<file path="src/rtl/target_weight_loader_pkg.sv">
// Shared DQN definitions: layer codes, loader FSM encoding and layer-size helper.
package target_weight_loader_pkg;

    localparam logic [1:0] LAYER_NONE = 2'b00;
    localparam logic [1:0] LAYER_H1   = 2'b01;
    localparam logic [1:0] LAYER_H2   = 2'b10;
    localparam logic [1:0] LAYER_OUT  = 2'b11;

    typedef enum logic [2:0] {
        IDLE    = 3'd0,
        LOAD_L1 = 3'd1,
        GAP_1   = 3'd2,
        LOAD_L2 = 3'd3,
        GAP_2   = 3'd4,
        LOAD_L3 = 3'd5,
        FINISH  = 3'd6
    } state_e;

    // Weights per layer: one word per (node, input) plus one bias per node.
    function automatic int unsigned layer_size(input int unsigned nodes, input int unsigned fan_in);
        return nodes * (fan_in + 1);
    endfunction

endpackage

</file>
<file path="src/rtl/target_weight_loader.sv">
// Copies main-net weights into the target net, layer by layer, one word per cycle.
module target_weight_loader
    import target_weight_loader_pkg::*;
#(
    parameter int unsigned DATA_WIDTH                    = 32,
    parameter int unsigned LAYER_WIDTH                   = 2,
    parameter int unsigned NUMBER_OF_INPUT_NODE          = 2,
    parameter int unsigned NUMBER_OF_HIDDEN_NODE_LAYER_1 = 32,
    parameter int unsigned NUMBER_OF_HIDDEN_NODE_LAYER_2 = 32,
    parameter int unsigned NUMBER_OF_OUTPUT_NODE         = 3,
    parameter int unsigned WEIGHT_COUNTER_WIDTH          = 11
) (
    input  logic                            clk,
    input  logic                            rst_n,
    input  logic                            i_start,
    output logic                            o_rd_en,
    output logic [LAYER_WIDTH-1:0]          o_rd_layer,
    output logic [WEIGHT_COUNTER_WIDTH-1:0] o_rd_addr,
    input  logic [DATA_WIDTH-1:0]           i_rd_data,
    output logic                            o_weight_valid,
    output logic                            o_rw_weight_select,
    output logic [LAYER_WIDTH-1:0]          o_weight_layer,
    output logic [WEIGHT_COUNTER_WIDTH-1:0] o_weight_addr,
    output logic [DATA_WIDTH-1:0]           o_weight,
    output logic                            o_busy,
    output logic                            o_done
);

    localparam int unsigned CW = WEIGHT_COUNTER_WIDTH;
    localparam int unsigned LW = LAYER_WIDTH;

    localparam int unsigned N1 = layer_size(NUMBER_OF_HIDDEN_NODE_LAYER_1, NUMBER_OF_INPUT_NODE);
    localparam int unsigned N2 = layer_size(NUMBER_OF_HIDDEN_NODE_LAYER_2, NUMBER_OF_HIDDEN_NODE_LAYER_1);
    localparam int unsigned N3 = layer_size(NUMBER_OF_OUTPUT_NODE, NUMBER_OF_HIDDEN_NODE_LAYER_2);

    localparam logic [CW-1:0] LAST_L1 = CW'(N1 - 1);
    localparam logic [CW-1:0] LAST_L2 = CW'(N2 - 1);
    localparam logic [CW-1:0] LAST_L3 = CW'(N3 - 1);

    // Every layer's last address must be representable by the counter.
    if ((N1 > (2 ** CW)) || (N2 > (2 ** CW)) || (N3 > (2 ** CW))) begin : g_counter_width_check
        $error("target_weight_loader: WEIGHT_COUNTER_WIDTH too small for layer sizes");
    end

    state_e          state_q, state_d;
    logic [CW-1:0]   cnt_q, cnt_d;

    logic            rd_en_q, rd_en_d;
    logic [LW-1:0]   rd_layer_q, rd_layer_d;
    logic [CW-1:0]   rd_addr_q, rd_addr_d;
    logic            wvalid_q, wvalid_d;
    logic [LW-1:0]   wlayer_q, wlayer_d;
    logic [CW-1:0]   waddr_q, waddr_d;
    logic            busy_q, busy_d;
    logic            done_q, done_d;

    // State, counter and all registered outputs.
    always_ff @(posedge clk) begin
        if (!rst_n) begin
            state_q    <= IDLE;
            cnt_q      <= '0;
            rd_en_q    <= 1'b0;
            rd_layer_q <= '0;
            rd_addr_q  <= '0;
            wvalid_q   <= 1'b0;
            wlayer_q   <= '0;
            waddr_q    <= '0;
            busy_q     <= 1'b0;
            done_q     <= 1'b0;
        end else begin
            state_q    <= state_d;
            cnt_q      <= cnt_d;
            rd_en_q    <= rd_en_d;
            rd_layer_q <= rd_layer_d;
            rd_addr_q  <= rd_addr_d;
            wvalid_q   <= wvalid_d;
            wlayer_q   <= wlayer_d;
            waddr_q    <= waddr_d;
            busy_q     <= busy_d;
            done_q     <= done_d;
        end
    end

    // Next state, counter and next output values; read outputs follow the upcoming state.
    always_comb begin
        state_d    = state_q;
        cnt_d      = cnt_q;
        rd_en_d    = 1'b0;
        rd_layer_d = LW'(LAYER_NONE);
        rd_addr_d  = '0;

        case (state_q)
            IDLE: begin
                if (i_start) begin
                    state_d = LOAD_L1;
                    cnt_d   = '0;
                end
            end
            LOAD_L1: begin
                if (cnt_q == LAST_L1) begin
                    state_d = GAP_1;
                    cnt_d   = '0;
                end else begin
                    cnt_d = cnt_q + CW'(1);
                end
            end
            GAP_1:   state_d = LOAD_L2;
            LOAD_L2: begin
                if (cnt_q == LAST_L2) begin
                    state_d = GAP_2;
                    cnt_d   = '0;
                end else begin
                    cnt_d = cnt_q + CW'(1);
                end
            end
            GAP_2:   state_d = LOAD_L3;
            LOAD_L3: begin
                if (cnt_q == LAST_L3) begin
                    state_d = FINISH;
                    cnt_d   = '0;
                end else begin
                    cnt_d = cnt_q + CW'(1);
                end
            end
            FINISH:  state_d = IDLE;
            default: begin
                state_d = IDLE;
                cnt_d   = '0;
            end
        endcase

        case (state_d)
            LOAD_L1: begin
                rd_en_d    = 1'b1;
                rd_layer_d = LW'(LAYER_H1);
            end
            LOAD_L2: begin
                rd_en_d    = 1'b1;
                rd_layer_d = LW'(LAYER_H2);
            end
            LOAD_L3: begin
                rd_en_d    = 1'b1;
                rd_layer_d = LW'(LAYER_OUT);
            end
            default: begin
                rd_en_d    = 1'b0;
                rd_layer_d = LW'(LAYER_NONE);
            end
        endcase
        rd_addr_d = rd_en_d ? cnt_d : '0;

        busy_d   = (state_d != IDLE);
        done_d   = (state_q == FINISH);

        // Write side trails the read request by one cycle, matching RAM latency.
        wvalid_d = rd_en_q;
        wlayer_d = rd_en_q ? rd_layer_q : LW'(LAYER_NONE);
        waddr_d  = rd_en_q ? rd_addr_q : '0;
    end

    assign o_rd_en            = rd_en_q;
    assign o_rd_layer         = rd_layer_q;
    assign o_rd_addr          = rd_addr_q;
    assign o_weight_valid     = wvalid_q;
    assign o_weight_layer     = wlayer_q;
    assign o_weight_addr      = waddr_q;
    assign o_busy             = busy_q;
    assign o_done             = done_q;
    assign o_rw_weight_select = 1'b0;
    // RAM data arrives alongside the registered valid; held at zero otherwise.
    assign o_weight           = wvalid_q ? i_rd_data : '0;

endmodule

</file>
<file path="config.mk">
export PLATFORM = sky130hd
export DESIGN_NAME = target_weight_loader
export DESIGN_NICKNAME = d
export VERILOG_FILES = /design/src/rtl/target_weight_loader_pkg.sv /design/src/rtl/target_weight_loader.sv
export SDC_FILE = /design/constraint.sdc
export NUM_CORES = 1
export LEC_CHECK = 0
export CAP_MARGIN = 40
export CORE_MARGIN = 10
export CORE_UTILIZATION = 40
export DETAILED_ROUTE_END_ITERATION = 16
export PLACE_DENSITY = 0.88
export SLEW_MARGIN = 20
export SYNTH_ARGS = -nofsm -noshare
export SYNTH_HDL_FRONTEND = slang
export SYNTH_SLANG_ARGS = --single-unit
</file>
<file path="constraint.sdc">
create_clock -name clk -period 2.3 [get_ports clk]
set_input_delay 0.69 -clock clk [delete_from_list [all_inputs] [get_ports clk]]
set_output_delay 0.69 -clock clk [all_outputs]
set_load 0.01 [all_outputs]
</file>
# == Word level (Yosys, flattened, before mapping) ==
# Cells that the tools add are included.
# op_classes
add_sub_neg,1
eq_ne,12
mux,13
n_div,0
n_bitwise,0
order_cmp,0
n_mul,0
n_shift,0
reduce_logical,6
# ops
cell,n
case mux 11 bit (5 select lines),1
two-way mux 11 bit,4
two-way mux 32 bit,1
equality test 11 x 7 -> 1 bit (second input constant),2
case mux 3 bit (6 select lines),1
equality test 3 bit (second input constant),4
two-way mux 3 bit,4
adder 11 x 1 -> 11 bit (second input constant),1
equality test 11 bit (second input constant),1
equality test 3 x 2 -> 1 bit (second input constant),3
equality test 3 x 1 -> 1 bit (second input constant),2
case mux 2 bit (3 select lines),1
OR reduction 3 bit,2
AND reduction 2 bit,2
logical NOT 3 bit,1
nonzero test 3 bit,1
two-way mux 1 bit,1
# word_totals
ramBits,0
mem_count,0
ff_bits,44
out_inout_bits,63
inputBits,35
latchBits,0
rom_bits,0

# == Logic depth before layout (Yosys ltp) ==
# logic_depth
depth_word,7
depth_mapped,8
depth_no_buf,7

# == Least setup slack after synthesis ==
# No wires, ideal clock.
# synth_timing
path_kind,reg-to-reg
start,reg cnt_q[0]
end,"reg busy_q, in the netlist o_busy"
setup_ns,0.118
slack_ns,0.269
path_stages_with_launch,8
arrival_time_ns,1.913
n_path_buf,1
required_ns,2.182
path_cell_list,dfxtp_1 > ha_1 > or2b_1 > a2111oi_4 > o22ai_4 > o21ai_2 > buf_6 > o21ai_2
# synth_via
elab_chain_cells,4
word_cells_on_any_way,8
cone_classes,eq/ne: 3; mux: 4; reduce/logical: 1
# synth_lines
element,line_no,text
"start, declared",target_weight_loader.sv:46,"logic [CW-1:0] cnt_q, cnt_d;"
"start signal, assigned",target_weight_loader.sv:72,cnt_q <= cnt_d;
equality test 11 x 7 -> 1 bit (tied with other cells),target_weight_loader.sv:118,if (cnt_q == LAST_L3) begin
"two-way mux 3 bit, on equally long branches","target_weight_loader.sv:118, target_weight_loader.sv:100, target_weight_loader.sv:109",
case mux 3 bit (6 select lines) (*),target_weight_loader.sv:92,case (state_q)
nonzero test 3 bit (*),target_weight_loader.sv:152,busy_d = (state_d != IDLE);
"end signal, assigned",target_weight_loader.sv:79,busy_q <= busy_d;
"end, declared",target_weight_loader.sv:54,"logic busy_q, busy_d;"
# Every way passes the cells marked *; elsewhere a longest branch is shown, timed or not.
# A chain may end at the register's enable or synchronous reset.

# == Final worst setup path ==
# layout_timing
start,in i_rd_data[26]
end,out o_weight[26]
# layout_via
elab_chain_cells,1
# layout_lines
element,line_no,text
"start, declared",target_weight_loader.sv:19,"input logic [DATA_WIDTH-1:0] i_rd_data,"
two-way mux 32 bit,target_weight_loader.sv:171,assign o_weight = wvalid_q ? i_rd_data : '0;
"end, declared",target_weight_loader.sv:24,"output logic [DATA_WIDTH-1:0] o_weight,"
# Every way passes these cells.

==> key figures <==
Drt
  – DR pass1 iterations: 4
  – Initial DRC count: 153
  – Antenna Nets Post-Route: 0
  – Via count: 2,128
  – DRC viols: 0
  – Drt wl/cell: 16.5 um
  – DRT Wirelength: 6960 um
  – Vias per cell: 5.04

Worst setup path
  – CP arrival: 1570 ps
  – Slowest Stage Delay on Critical Path: 480 ps
  – CP Capture Type: output pin
  – Setup CP Type: in2out
  – Crit-path cells: clkdlybuf4s50_1, and2_1, dlygate4sd2_1
  – Slowest-stage cell, CP: clkdlybuf4s50_1
  – Max FO, Critical Path: 1
  – WP buf/inv: 2
  – Crit path max-delay family: buffers and inverters
  – Worst EP required: 1610 ps
  – Type of origin of the critical path: input pin

Timing
  – RSZ-0062 raised after global routing: false
  – Crit share post-route: 0.983
  – Crit path time final: 2260 ps
  – Clk_skew: 4.01 ps
  – Fmax: 0.442 GHz
  – Slew Limit Fails: 0
  – Hold Vio Cnt, Final: 0
  – Relative slew slack: 0.578
  – Final setup fails: 0
  – Hold Slack: 497 ps
  – Least-Margin Pin Slew: 627 ps

Synth
  – Syn nets: 282
  – Async SR Flop Fraction: 0
  – Ys flop type: dfxtp_1
  – Mapped Cells: 245
  – Register bit count reported by yosys: 44
  – Syn Area/Cell: 8.60 sq um
  – Post-synthesis sequential area ratio: 0.418
  – Synth warnings: 0
  – Number of flops mapped to enable cells by yosys: 0
  – Yosys cell types: 48
  – Synthesized area: 2110 sq um

Finish
  – Layout cells sized above 1: 0.119
  – Area growth from synthesis to layout: 54.0%
  – Final nets: 389
  – Fillers: 444
  – Ant. Diodes: 0
  – Util after Layout: 0.635

Clock tree
  – CTS root buf: clkbuf_8
  – Worst-Skew Late Latency: 290 ps
  – H-tree lvl count: 2
  – CTS buffer count: 5
  – Setup Buffers After CTS: 0
  – TritonCTS clock tree: built
  – Clk buf depth: 2
  – Clock-pin slew on the worst setup and hold paths: 80 ps
  – CTS Sinks: 44

Flow run
  – Max-cap violations: 0

Pwr
  – Pwr Density: 456 nW/um^2
  – Leakage dissipation: 1.45 nW
  – Max IR drop VDD: 0.357 mV

Die
  – Die area: 8570 sq um
  – Row cnt: 26
  – CORE AREA: 5110 sq um
  – Starting Density: 0.413
  – Die width: 92.6 um
  – Die height: 92.6 um
  – IO Count: 98

Global route
  – Grt ovf: 0
  – First-pass GRT wire length: 10,700 um
  – Number of global-route vias before repair: 2,000
  – Initial antenna violation count: 0
  – All-Layer GR Usage: 0.155
  – Largest net degree at the start of global routing: 34

Hold path
  – Hold Path Class: reg2reg

Placed design
  – Number of I/O port buffers: 96
  – Placer congestion estimate: 0.972
  – Hpwl dp: 5720 um

Run status
  – Status: finished clean
## layer usage
layer | wire length [um] | share of wire | vias up | track usage
met5 | 0 | 0 | - | 0
met2 | 3350 | 0.48 | 120 | 0.272
met1 | 2730 | 0.39 | 948 | 0.168
li1 | - | - | 1050 | -
met3 | 768 | 0.11 | 10 | 0.0565
met4 | 103 | 0.015 | 0 | 0.0540
## power by group
group,internal (mW),switching (mW)
clock network,0.206,0.252
logic,0.128,0.108
registers,0.774,0.0110
## worst reg2reg max path, stage by stage (launching register included)
cell	delay [ps]
dfxtp_1	370
or3_1	450
nor3_1	430
o22ai_4	200
buf_4	230
a21oi_1	170
a311oi_1	70
## Yosys cell counts (2+ instances only)
| cell type | instances | share of area |
|---|---|---|
| a211oi_2 | 2 | 0.012 |
| a21oi_1 | 8 | 0.019 |
| and2_1 | 34 | 0.10 |
| and3_1 | 16 | 0.048 |
| buf_4 | 5 | 0.018 |
| buf_6 | 2 | 0.011 |
| clkbuf_1 | 6 | 0.011 |
| dfxtp_1 | 44 | 0.42 |
| ha_1 | 2 | 0.012 |
| inv_1 | 7 | 0.012 |
| nand2_1 | 18 | 0.032 |
| nand3_1 | 11 | 0.026 |
| nand4_1 | 4 | 0.012 |
| nor2_1 | 22 | 0.039 |
| nor2b_1 | 7 | 0.021 |
| nor3_1 | 12 | 0.029 |
| nor3b_1 | 2 | 0.0071 |
| o21ai_0 | 6 | 0.014 |
| o21ai_2 | 6 | 0.025 |
| or2b_1 | 2 | 0.0071 |
| or3_1 | 2 | 0.0059 |
## registers in the layout, indices dropped and copies added (netlist names)
name	cells
o_rd_addr	11
o_weight_addr	11
o_weight_valid	1
state_q	3
o_rd_en	1
o_rd_layer	2
cnt_q	11
o_busy	1
o_done	1
o_weight_layer	2
## through the flow
| stage | area [sq um] | cells | setup TNS [ps] | power (mW) | worst slack [ps] |
|---|---|---|---|---|---|
| after detailed placement | 3200 | 415 | -6360 | 1.06 | -254 |
| after CTS | 3240 | 422 | 0 | 1.49 | 16.4 |
| after global routing | 3250 | 422 | 0 | 1.55 | 6.95 |
| after global placement | 3200 | 415 | -6090 | 1.05 | -249 |
| final | 3250 | 422 | 0 | 1.48 | 38.3 |
| after floorplan | 2110 | 245 | 0 | 0.902 | 269 |
## final timing paths
check	startpoint	end	slack (ps)	depth (start not counted)
setup / recovery	i_rd_data[26]	o_weight[26]	40	3
hold reg to reg	o_rd_layer[1]$_SDFF_PN0_	o_weight_layer[1]$_SDFF_PN0_	500	1
hold / removal	o_rd_layer[1]$_SDFF_PN0_	o_weight_layer[1]$_SDFF_PN0_	500	1
setup reg to reg	cnt_q[7]$_SDFF_PN0_	cnt_q[9]$_SDFF_PN0_	250	6
## cell usage in the layout (no fill, tap or decap), types with 2 or more instances in the layout
| cell type | count |
|---|---|
| a211oi_2 | 2 |
| a21oi_1 | 8 |
| and2_1 | 34 |
| and3_1 | 16 |
| buf_4 | 18 |
| clkbuf_8 | 5 |
| clkdlybuf4s50_1 | 64 |
| dfxtp_1 | 44 |
| dlygate4sd2_1 | 31 |
| ha_1 | 2 |
| inv_1 | 7 |
| nand2_1 | 18 |
| nand3_1 | 11 |
| nand4_1 | 4 |
| nor2_1 | 22 |
| nor2b_1 | 7 |
| nor3_1 | 12 |
| nor3b_1 | 2 |
| o21ai_0 | 6 |
| o21ai_2 | 6 |
| or2b_1 | 2 |
| or3_1 | 2 |
## repair_timing
action / CTS / global route
resized for setup: 32 / 1
hold buffers: 0 / 0
endpoints found under the setup margin: 32 / 1
## layout make-up
class | instances | area, sq um | share of cell area
clock buffer | 5 | 68.8 | 0.0212
clock inverter | 2 | 12.5 | 0.00386
inverter | 7 | 26.3 | 0.00810
multi-input combinational | 180 | 1110 | 0.343
sequential | 44 | 881 | 0.271
tap | 70 | 87.6 | 0.0270
timing repair buffer | 114 | 1060 | 0.326
## logic make-up (layout without fill, tap and decap cells)
group | after synthesis | after routing | synth area share
buffers and inverters | 21 | 128 | 0.0540
other | 1 | 1 | 0.00178
AO/OA/AOI/OAI | 37 | 37 | 0.148
flip-flops | 44 | 44 | 0.418
adder cells (fa/ha/maj) | 2 | 2 | 0.0119
AND/OR/NAND/NOR | 140 | 140 | 0.366
No activity file was read; power rests on OpenSTA's default activity.
